<file path="src/rtl/sample_collector_pkg.sv">
// Shared definitions for the sample collector: bus address layout, entry
// packing and FSM state encoding.
package sample_collector_pkg;
  localparam int ADDR_W                = 19;
  localparam int PC_WIN                = 256;
  localparam int DEF_SAMPLE_REG_OFFSET = 7;
  localparam int TS_W                  = 16;
  localparam int ENTRY_W               = 32;
  localparam int E_TS_LSB              = 16;
  localparam int E_PIN_LSB             = 8;
  localparam int E_PIN_W               = 8;

  typedef enum logic [1:0] {ST_IDLE, ST_SWEEP, ST_WAIT} state_t;

  // [31:16] sweep timestamp, [15:8] pin index, [7:1] zero, [0] sample bit
  function automatic logic [ENTRY_W-1:0] make_entry(input logic [TS_W-1:0] ts,
                                                    input logic [E_PIN_W-1:0] pin,
                                                    input logic smp);
    return {ts, pin, 7'b0, smp};
  endfunction

  // Each pin controller owns a PC_WIN-byte window indexed by pin position.
  function automatic logic [ADDR_W-1:0] pin_addr(input logic [7:0] idx,
                                                 input logic [7:0] off);
    return {3'b0, idx, off};
  endfunction
endpackage

</file>
<file path="src/rtl/sample_fifo.sv">
// First-word-fall-through FIFO; a full FIFO still accepts a push when a pop
// retires the head in the same cycle, otherwise the push is reported as dropped.
module sample_fifo #(
  parameter int WIDTH = 32,
  parameter int DEPTH = 64
) (
  input  logic                     clk,
  input  logic                     reset,
  input  logic                     push,
  input  logic [WIDTH-1:0]         wdata,
  input  logic                     pop,
  output logic [WIDTH-1:0]         rdata,
  output logic                     empty,
  output logic                     full,
  output logic [$clog2(DEPTH):0]   count,
  output logic                     drop
);
  localparam int AW = $clog2(DEPTH);

  logic [WIDTH-1:0] mem [DEPTH];
  logic [AW-1:0]    wr_ptr, rd_ptr;
  logic             push_ok, pop_ok;

  assign empty   = (count == '0);
  assign full    = (count == (AW+1)'(DEPTH));
  assign pop_ok  = pop && !empty;
  assign push_ok = push && (!full || pop_ok);
  assign drop    = push && !push_ok;
  assign rdata   = empty ? '0 : mem[rd_ptr];

  always_ff @(posedge clk) begin
    if (reset) begin
      wr_ptr <= '0;
      rd_ptr <= '0;
      count  <= '0;
    end else begin
      if (push_ok) wr_ptr <= wr_ptr + 1'b1;
      if (pop_ok)  rd_ptr <= rd_ptr + 1'b1;
      case ({push_ok, pop_ok})
        2'b10:   count <= count + 1'b1;
        2'b01:   count <= count - 1'b1;
        default: count <= count;
      endcase
    end
  end

  always_ff @(posedge clk) begin
    if (push_ok) mem[wr_ptr] <= wdata;
  end
endmodule

</file>
<file path="src/rtl/sample_collector.sv">
// Periodic sweeper of the pin-controller sample registers; stamps each enabled
// pin's sample with index and sweep timestamp and queues it for the host.
module sample_collector
  import sample_collector_pkg::*;
#(
  parameter int NUM_PINS          = 16,
  parameter int FIFO_DEPTH        = 64,
  parameter int SAMPLE_REG_OFFSET = DEF_SAMPLE_REG_OFFSET
) (
  input  logic                          clk,
  input  logic                          reset,
  input  logic                          start,
  input  logic                          stop,
  input  logic [15:0]                   poll_period,
  input  logic [NUM_PINS-1:0]           pin_mask,
  output logic [ADDR_W-1:0]             pc_addr,
  output logic                          pc_rd,
  input  logic [15:0]                   pc_data,
  input  logic                          fifo_rd,
  output logic [ENTRY_W-1:0]            fifo_data,
  output logic                          fifo_empty,
  output logic [$clog2(FIFO_DEPTH):0]   fifo_count,
  output logic                          overflow,
  input  logic                          clear_overflow,
  output logic                          busy
);
  state_t            state, state_nxt;
  logic [7:0]        idx;
  logic [15:0]       wait_cnt;
  logic [TS_W-1:0]   ts, sweep_ts, cur_ts;
  logic [255:0]      mask_ext;
  logic              last_pin, push, drop, fifo_full;
  logic [ENTRY_W-1:0] entry;
  logic              unused_data;

  assign mask_ext    = 256'(pin_mask);
  assign last_pin    = (idx == 8'(NUM_PINS-1));
  assign push        = pc_rd && !stop;
  // idx 0 is the first cycle of a sweep, so it sees the live timestamp
  assign cur_ts      = (idx == 8'd0) ? ts : sweep_ts;
  assign entry       = make_entry(cur_ts, idx, pc_data[0]);
  assign unused_data = ^pc_data[15:1];

  always_ff @(posedge clk) begin
    if (reset) state <= ST_IDLE;
    else       state <= state_nxt;
  end

  always_comb begin
    state_nxt = state;
    if (stop) state_nxt = ST_IDLE;
    else begin
      case (state)
        ST_IDLE:  if (start) state_nxt = ST_SWEEP;
        ST_SWEEP: if (last_pin) state_nxt = (poll_period == 16'd0) ? ST_SWEEP : ST_WAIT;
        ST_WAIT:  if (wait_cnt <= 16'd1) state_nxt = ST_SWEEP;
        default:  state_nxt = ST_IDLE;
      endcase
    end
  end

  always_comb begin
    pc_rd   = 1'b0;
    pc_addr = '0;
    busy    = (state != ST_IDLE);
    if (state == ST_SWEEP) begin
      pc_rd   = mask_ext[idx];
      pc_addr = pin_addr(idx, 8'(SAMPLE_REG_OFFSET));
    end
  end

  always_ff @(posedge clk) begin
    if (reset) begin
      idx      <= '0;
      wait_cnt <= '0;
      ts       <= '0;
      sweep_ts <= '0;
      overflow <= 1'b0;
    end else begin
      ts  <= ts + 1'b1;
      idx <= (state == ST_SWEEP && !last_pin && !stop) ? idx + 1'b1 : 8'd0;
      if (state == ST_SWEEP && idx == 8'd0) sweep_ts <= ts;
      if (state == ST_SWEEP && last_pin)    wait_cnt <= poll_period;
      else if (state == ST_WAIT)            wait_cnt <= wait_cnt - 1'b1;
      if (drop)                 overflow <= 1'b1;
      else if (clear_overflow)  overflow <= 1'b0;
    end
  end

  sample_fifo #(.WIDTH(ENTRY_W), .DEPTH(FIFO_DEPTH)) u_fifo (
    .clk   (clk),
    .reset (reset),
    .push  (push),
    .wdata (entry),
    .pop   (fifo_rd),
    .rdata (fifo_data),
    .empty (fifo_empty),
    .full  (fifo_full),
    .count (fifo_count),
    .drop  (drop)
  );
endmodule

</file>
<file path="config.mk">
export PLATFORM = sky130hd
export DESIGN_NAME = sample_collector
export DESIGN_NICKNAME = d
export VERILOG_FILES = /design/src/rtl/sample_collector_pkg.sv /design/src/rtl/sample_fifo.sv /design/src/rtl/sample_collector.sv
export SDC_FILE = /design/constraint.sdc
export NUM_CORES = 2
export LEC_CHECK = 0
export ABC_AREA = 1
export CAP_MARGIN = 20
export CORE_MARGIN = 2
export CORE_UTILIZATION = 35
export CTS_CLUSTER_SIZE = 30
export DETAILED_ROUTE_END_ITERATION = 6
export PLACE_DENSITY = 0.52
export SYNTH_ARGS = -nofsm -noshare
export SYNTH_HDL_FRONTEND = slang
export SYNTH_HIERARCHICAL = 1
export SYNTH_SLANG_ARGS = --single-unit
</file>
<file path="constraint.sdc">
create_clock -name clk -period 9.3 [get_ports clk]
set_clock_uncertainty 0.05 [all_clocks]
set_input_delay 1.86 -clock clk [delete_from_list [all_inputs] [get_ports clk]]
set_output_delay 1.86 -clock clk [all_outputs]
set_load 0.01 [all_outputs]
</file>
# Word-level counts from Yosys, hierarchy flattened
# Memory sizes are Yosys's and may differ from the RTL's. A register that Yosys moved wholly into a read port is not among the register bits.
# Cells that the tools add are included.
# totals
register_bits,78
mem_bits_rw,1600
out_inout_bits,62
memories,1
# op_classes
n_addsub,7
magnitude_cmp,2
eq_ne,9
mux,20
bitwise_logic,1
n_reduce_logical,25
# mem_list
memory,depth,width,read_ports,rd_clocked_by_memory_dff,write_ports,line,rtl
u_fifo.mem,64,25,1,1,1,sample_fifo.sv:20,logic [WIDTH-1:0] mem [DEPTH];
# ops
cell,n
16-bit two-way mux,4
32-bit two-way mux,1
"16-bit by 1-bit adder with 16-bit output, second input constant",1
"16-bit by 1-bit less-or-equal comparator with 1-bit output, second input constant",1
16-bit zero test,1
"16-bit by 1-bit subtractor with 16-bit output, second input constant",1
7-bit case mux with 2 select lines,1
"6-bit by 1-bit adder with 6-bit output, second input constant",2
6-bit two-way mux,2
"8-bit by 9-bit less-than comparator with 1-bit output, second input constant",1
"8-bit by 1-bit adder with 8-bit output, second input constant",1
1-bit binary-select mux with 8-bit select,1
"8-bit by 4-bit == test with 1-bit output, second input constant",1
1-bit logical AND,8
8-bit zero test,1
2-bit two-way mux,4
2-bit nonzero test,4
"7-bit by 1-bit adder with 7-bit output, second input constant",1
"7-bit == test, second input constant",1
7-bit zero test,1
"7-bit by 1-bit subtractor with 7-bit output, second input constant",1
1-bit two-way mux,6
"2-bit != test, second input constant",3
2-bit case mux with 3 select lines,1
other kinds (8),15

# Logic depth before layout (Yosys ltp)
# depth
word_depth,8
ltp_mapped,23
mapped_depth_nobuf,22

# Cells and area by module
# Netlist, hierarchy kept.
# modules_own_cells
mod,instances,cells_per_inst,area_per_inst_um2,seq_area_each_um2
sample_fifo,1,6947,83456.3,61999.5
sample_collector,1,556,3437.0,1181.1

# Worst setup path after synthesis
# Ideal clock, no wire load.
# synth_path
path_kind,register to register
from,reg idx[0]
to,mem u_fifo/mem[0][16] in the netlist's numbering (data pin)
arrival_ps,4726
required_time_ps,8548
path_slack_ps,3822
stages_incl_launch_ff,9
path_buffers,3
period_less_slack_ps,5478
path_cell_list,dfxtp_1 -> buf_2 -> inv_1 -> buf_2 -> ha_1 -> nand2_1 -> nor2_1 -> clkbuf_1 -> o21ai_0
# synth_via
elab_chain_len,2
# synth_lines
item,line,rtl
from (decl),sample_collector.sv:28,logic [7:0] idx;
from (signal assigned),sample_collector.sv:81,idx <= (state == ST_SWEEP && !last_pin && !stop) ? idx + 1'b1 : 8'd0;
8-bit zero test,sample_collector.sv:40,assign cur_ts = (idx == 8'd0) ? ts : sweep_ts;
16-bit two-way mux,sample_collector.sv:40,
to (decl),sample_fifo.sv:20,
# No other way between the ends.

==> metrics.md <==
| Metric | Value |
|---|---|
| Worst r2r dst | `u_fifo/mem[43][30]$_DFFE_PP_` |
| DR vias/cell | `5.03` |
| Static Leakage | `35.9 nW` |
| Std cell rows | `182` |
| Initial antenna violation count | `4` |
| I/O Pins | `116` |
| Starting density of the core | `35.3%` |
| Setup_tns | `0 ps` |
| Worst setup SP type | `flip-flop` |
| Cell Int Power | `17.0 mW` |
| Final min period | `7490 ps` |
| Placed Area | `93300 um^2` |
| Hold Path Depth | `2` |
| R2R setup slack | `4530 ps` |
| Tot GR Track Use | `19.4%` |
| IO buf count | `92` |
| Pwr dens | `245 nW/um^2` |
| Yosys top cell by area | `edfxtp_1` |
| Number of global-route vias before repair | `54900` |
| Hold_sp | `u_fifo/rd_ptr[2]$_SDFFE_PP0N_` |
| Num CTS Buffers | `217` |
| Overall power | `24.6 mW` |
| Setup violators final | `0` |
| WL per Instance | `21.7 um` |
| Most common cell after layout, fill and taps aside | `nand2_1` |
| DRT iter0 DRCs | `5725` |
| Max Freq | `0.133 GHz` |
| Tightest Pin Transition | `1090 ps` |
| Final hold viol count | `0` |
| WP data required | `7390 ps` |
| Mapped cell area | `86900 um^2` |
| Drt drc | `0` |
| Worst-Skew Late Latency | `860 ps` |
| Crit path capture type | `output port` |
| Clock-pin slew reported for the worst setup and hold paths after clock tree synthesis | `60 ps` |
| CTS Hold Bufs | `0` |
| Register bit count reported by yosys | `2132` |
| Gr ovfl total | `0` |
| Mapped Cells | `7503` |
| Seq/Total Area, Yosys | `72.7%` |
| Clock power frac | `34.9%` |
| Post-synthesis cell type count | `43` |
| Synth top area cells | `edfxtp_1 71%, nand3_1 10%, nand2_1 10%` |
| Die width | `502 um` |
| Combinational power share | `22.1%` |
| Sink Count | `2132` |
| Seq pwr share | `42.9%` |
| CP arrival | `5580 ps` |
| Antenna viol nets, final | `0` |
| Syn_area_per_cell | `11.6 um^2` |
| Max-cap violations | `0` |
| DR pass1 iterations | `6` |
| Half-perimeter wire length after placement | `124000 um` |
| Clk buf depth | `3` |
| Net switching power figure | `7.61 mW` |
| Maximum vdd drop | `0.166 mV` |
| Routed vias | `57600` |
| Slew Viols, Final | `0` |
| H-tree Lvls | `4` |
| Top fanout value on the critical path | `152` |
| Worst reg2reg startpoint | `idx[3]$_SDFF_PP0_` |
| Status | `completed` |
| Die Area | `252000 um^2` |
| Drt total wl | `248000 um` |
| Root buffer cell | `clkbuf_16` |
| Post-CTS Setup Repair Bufs | `0` |
| Min-delay worst type | `flip-flop to flip-flop` |
| R2R depth | `13` |
| GP Congestion | `0.847` |
| Post-cts sizing count | `0` |
| Synth warn | `6` |
| Layout cells sized above 1 | `7.10%` |
| Final period util | `80.5%` |
| Global-route wire length before repair | `364000 um` |
| Share of the synthesized area in the top cell type | `70.8%` |
| Final instance area | `100000 um^2` |
| Die Ht | `502 um` |
| Core Area | `246000 um^2` |
| Critical path class | `flip-flop to output port` |
| Most frequent cells in the layout | `2402 x nand2_1, 2048 x edfxtp_1, 1820 x nand3_1, 456 x conb_1, 224 x clkbuf_16` |
| Relative slew margins | `27.5%` |
| Largest net degree at the start of global routing | `210` |
| Switch share | `31.0%` |
| Synthesis-to-layout area growth | `15.4%` |
| CTS tree | `done` |
| Final net count | `8017` |
| RSZ-0062 raised after global routing | `false` |
## per-layer routing
| layer | GRT usage, % | wire length, um | up-vias |
|---|---|---|---|
| met5 | 0 | 0 | - |
| met3 | 2.90 | 16100 | 332 |
| met2 | 30.6 | 113000 | 1847 |
| met1 | 27.4 | 111000 | 28500 |
| met4 | 6.72 | 8230 | 0 |
| li1 | - | - | 26900 |
## flip-flops by register name (all words and copies together) (netlist names), 6 cells and up, named ones only
name	count
wait_cnt	16
sweep_ts	16
u_fifo/wr_ptr	6
u_fifo/mem	2048
idx	8
u_fifo/rd_ptr	6
ts	16
u_fifo/count	7
## cells by family after synthesis
family | share of synthesized area (%)
AO/OA/AOI/OAI | 1.30
adder cells (fa/ha/maj) | 0.196
buffers and inverters | 3.30
XOR/XNOR | 0.101
flip-flops | 72.7
AND/OR/NAND/NOR | 22.4
other | 0.00432
## worst max-delay path, cell delays in order, from the launching register on
cell	delay, ps
dfxtp_4	950
buf_4	720
buf_12	550
nand2_1	120
nand3_1	120
nand3_1	100
nand3_1	110
nand3_1	240
nand3_1	190
nand2_1	190
nor2_1	560
clkdlybuf4s50_1	650
## cells in the mapped netlist
library cell and count:
a211oi_1 1, a21boi_0 1, a21oi_1 86, a31oi_1 4
and2_1 2, and3_1 1, buf_1 28, buf_2 286
buf_4 37, buf_6 20, clkbuf_1 105, clkbuf_2 2
clkinv_1 2, conb_1 1, dfxtp_1 84, edfxtp_1 2048
fa_1 1, ha_1 12, inv_1 106, inv_2 4
inv_4 1, nand2_1 2402, nand2_2 4, nand3_1 1820
nand3_2 2, nand3b_1 1, nand4_1 12, nor2_1 277
nor2_2 1, nor2_4 3, nor3_1 9, nor3_4 1
nor3b_1 1, nor4_1 1, o211ai_1 4, o21a_1 3
o21ai_0 84, o21ai_1 12, o22ai_1 19, o31ai_1 1
or2_2 4, xnor2_1 3, xor2_1 7
## power groups by stage
| stage | registers (mW) | clock network (mW) | logic [mW] |
|---|---|---|---|
| finish | 10.5 | 8.59 | 5.44 |
| global route | 10.6 | 9.13 | 5.97 |
| CTS | 10.5 | 8.76 | 5.44 |
| detailed placement | 10.8 | 0 | 5.42 |
| global placement | 10.8 | 0 | 5.39 |
| floorplan | 10.7 | 0 | 3.59 |
## layout make-up
type                       count  area, um^2
tap                         3312        4140
multi-input combinational   5235       23200
fill                       23400      146000
sequential                  2132       63200
antenna                        5        12.5
clock inverter               114        1070
timing repair buffer         251        2320
clock buffer                 283        5850
inverter                     113         460
## per-stage QoR
stage / hold WS (ps) / cells / setup slack (ps) / utilization, %
final: 426 / 11400 / 1810 / 40.7
after global routing: 446 / 11400 / 1420 / 40.7
after CTS: 429 / 11400 / 1750 / 40.7
after detailed placement: 421 / 11000 / 2730 / 37.9
after global placement: 406 / 11000 / 2700 / 37.9
after floorplan: 374 / 7958 / 3820 / -
## worst max path at each step
stage / startpoint / to / cells past startpoint
after floorplan: idx[0]$_SDFF_PP0_ / u_fifo/mem[0][16]$_DFFE_PP_ / 8
after global placement: flip-flop / fifo_data[5] / 11
after detailed placement: flip-flop / fifo_data[5] / 11
after CTS: flip-flop / fifo_data[5] / 11
after global routing: flip-flop / fifo_data[20] / 11
final: flip-flop / fifo_data[18] / 11
No activity file was read; power rests on OpenSTA's default activity.
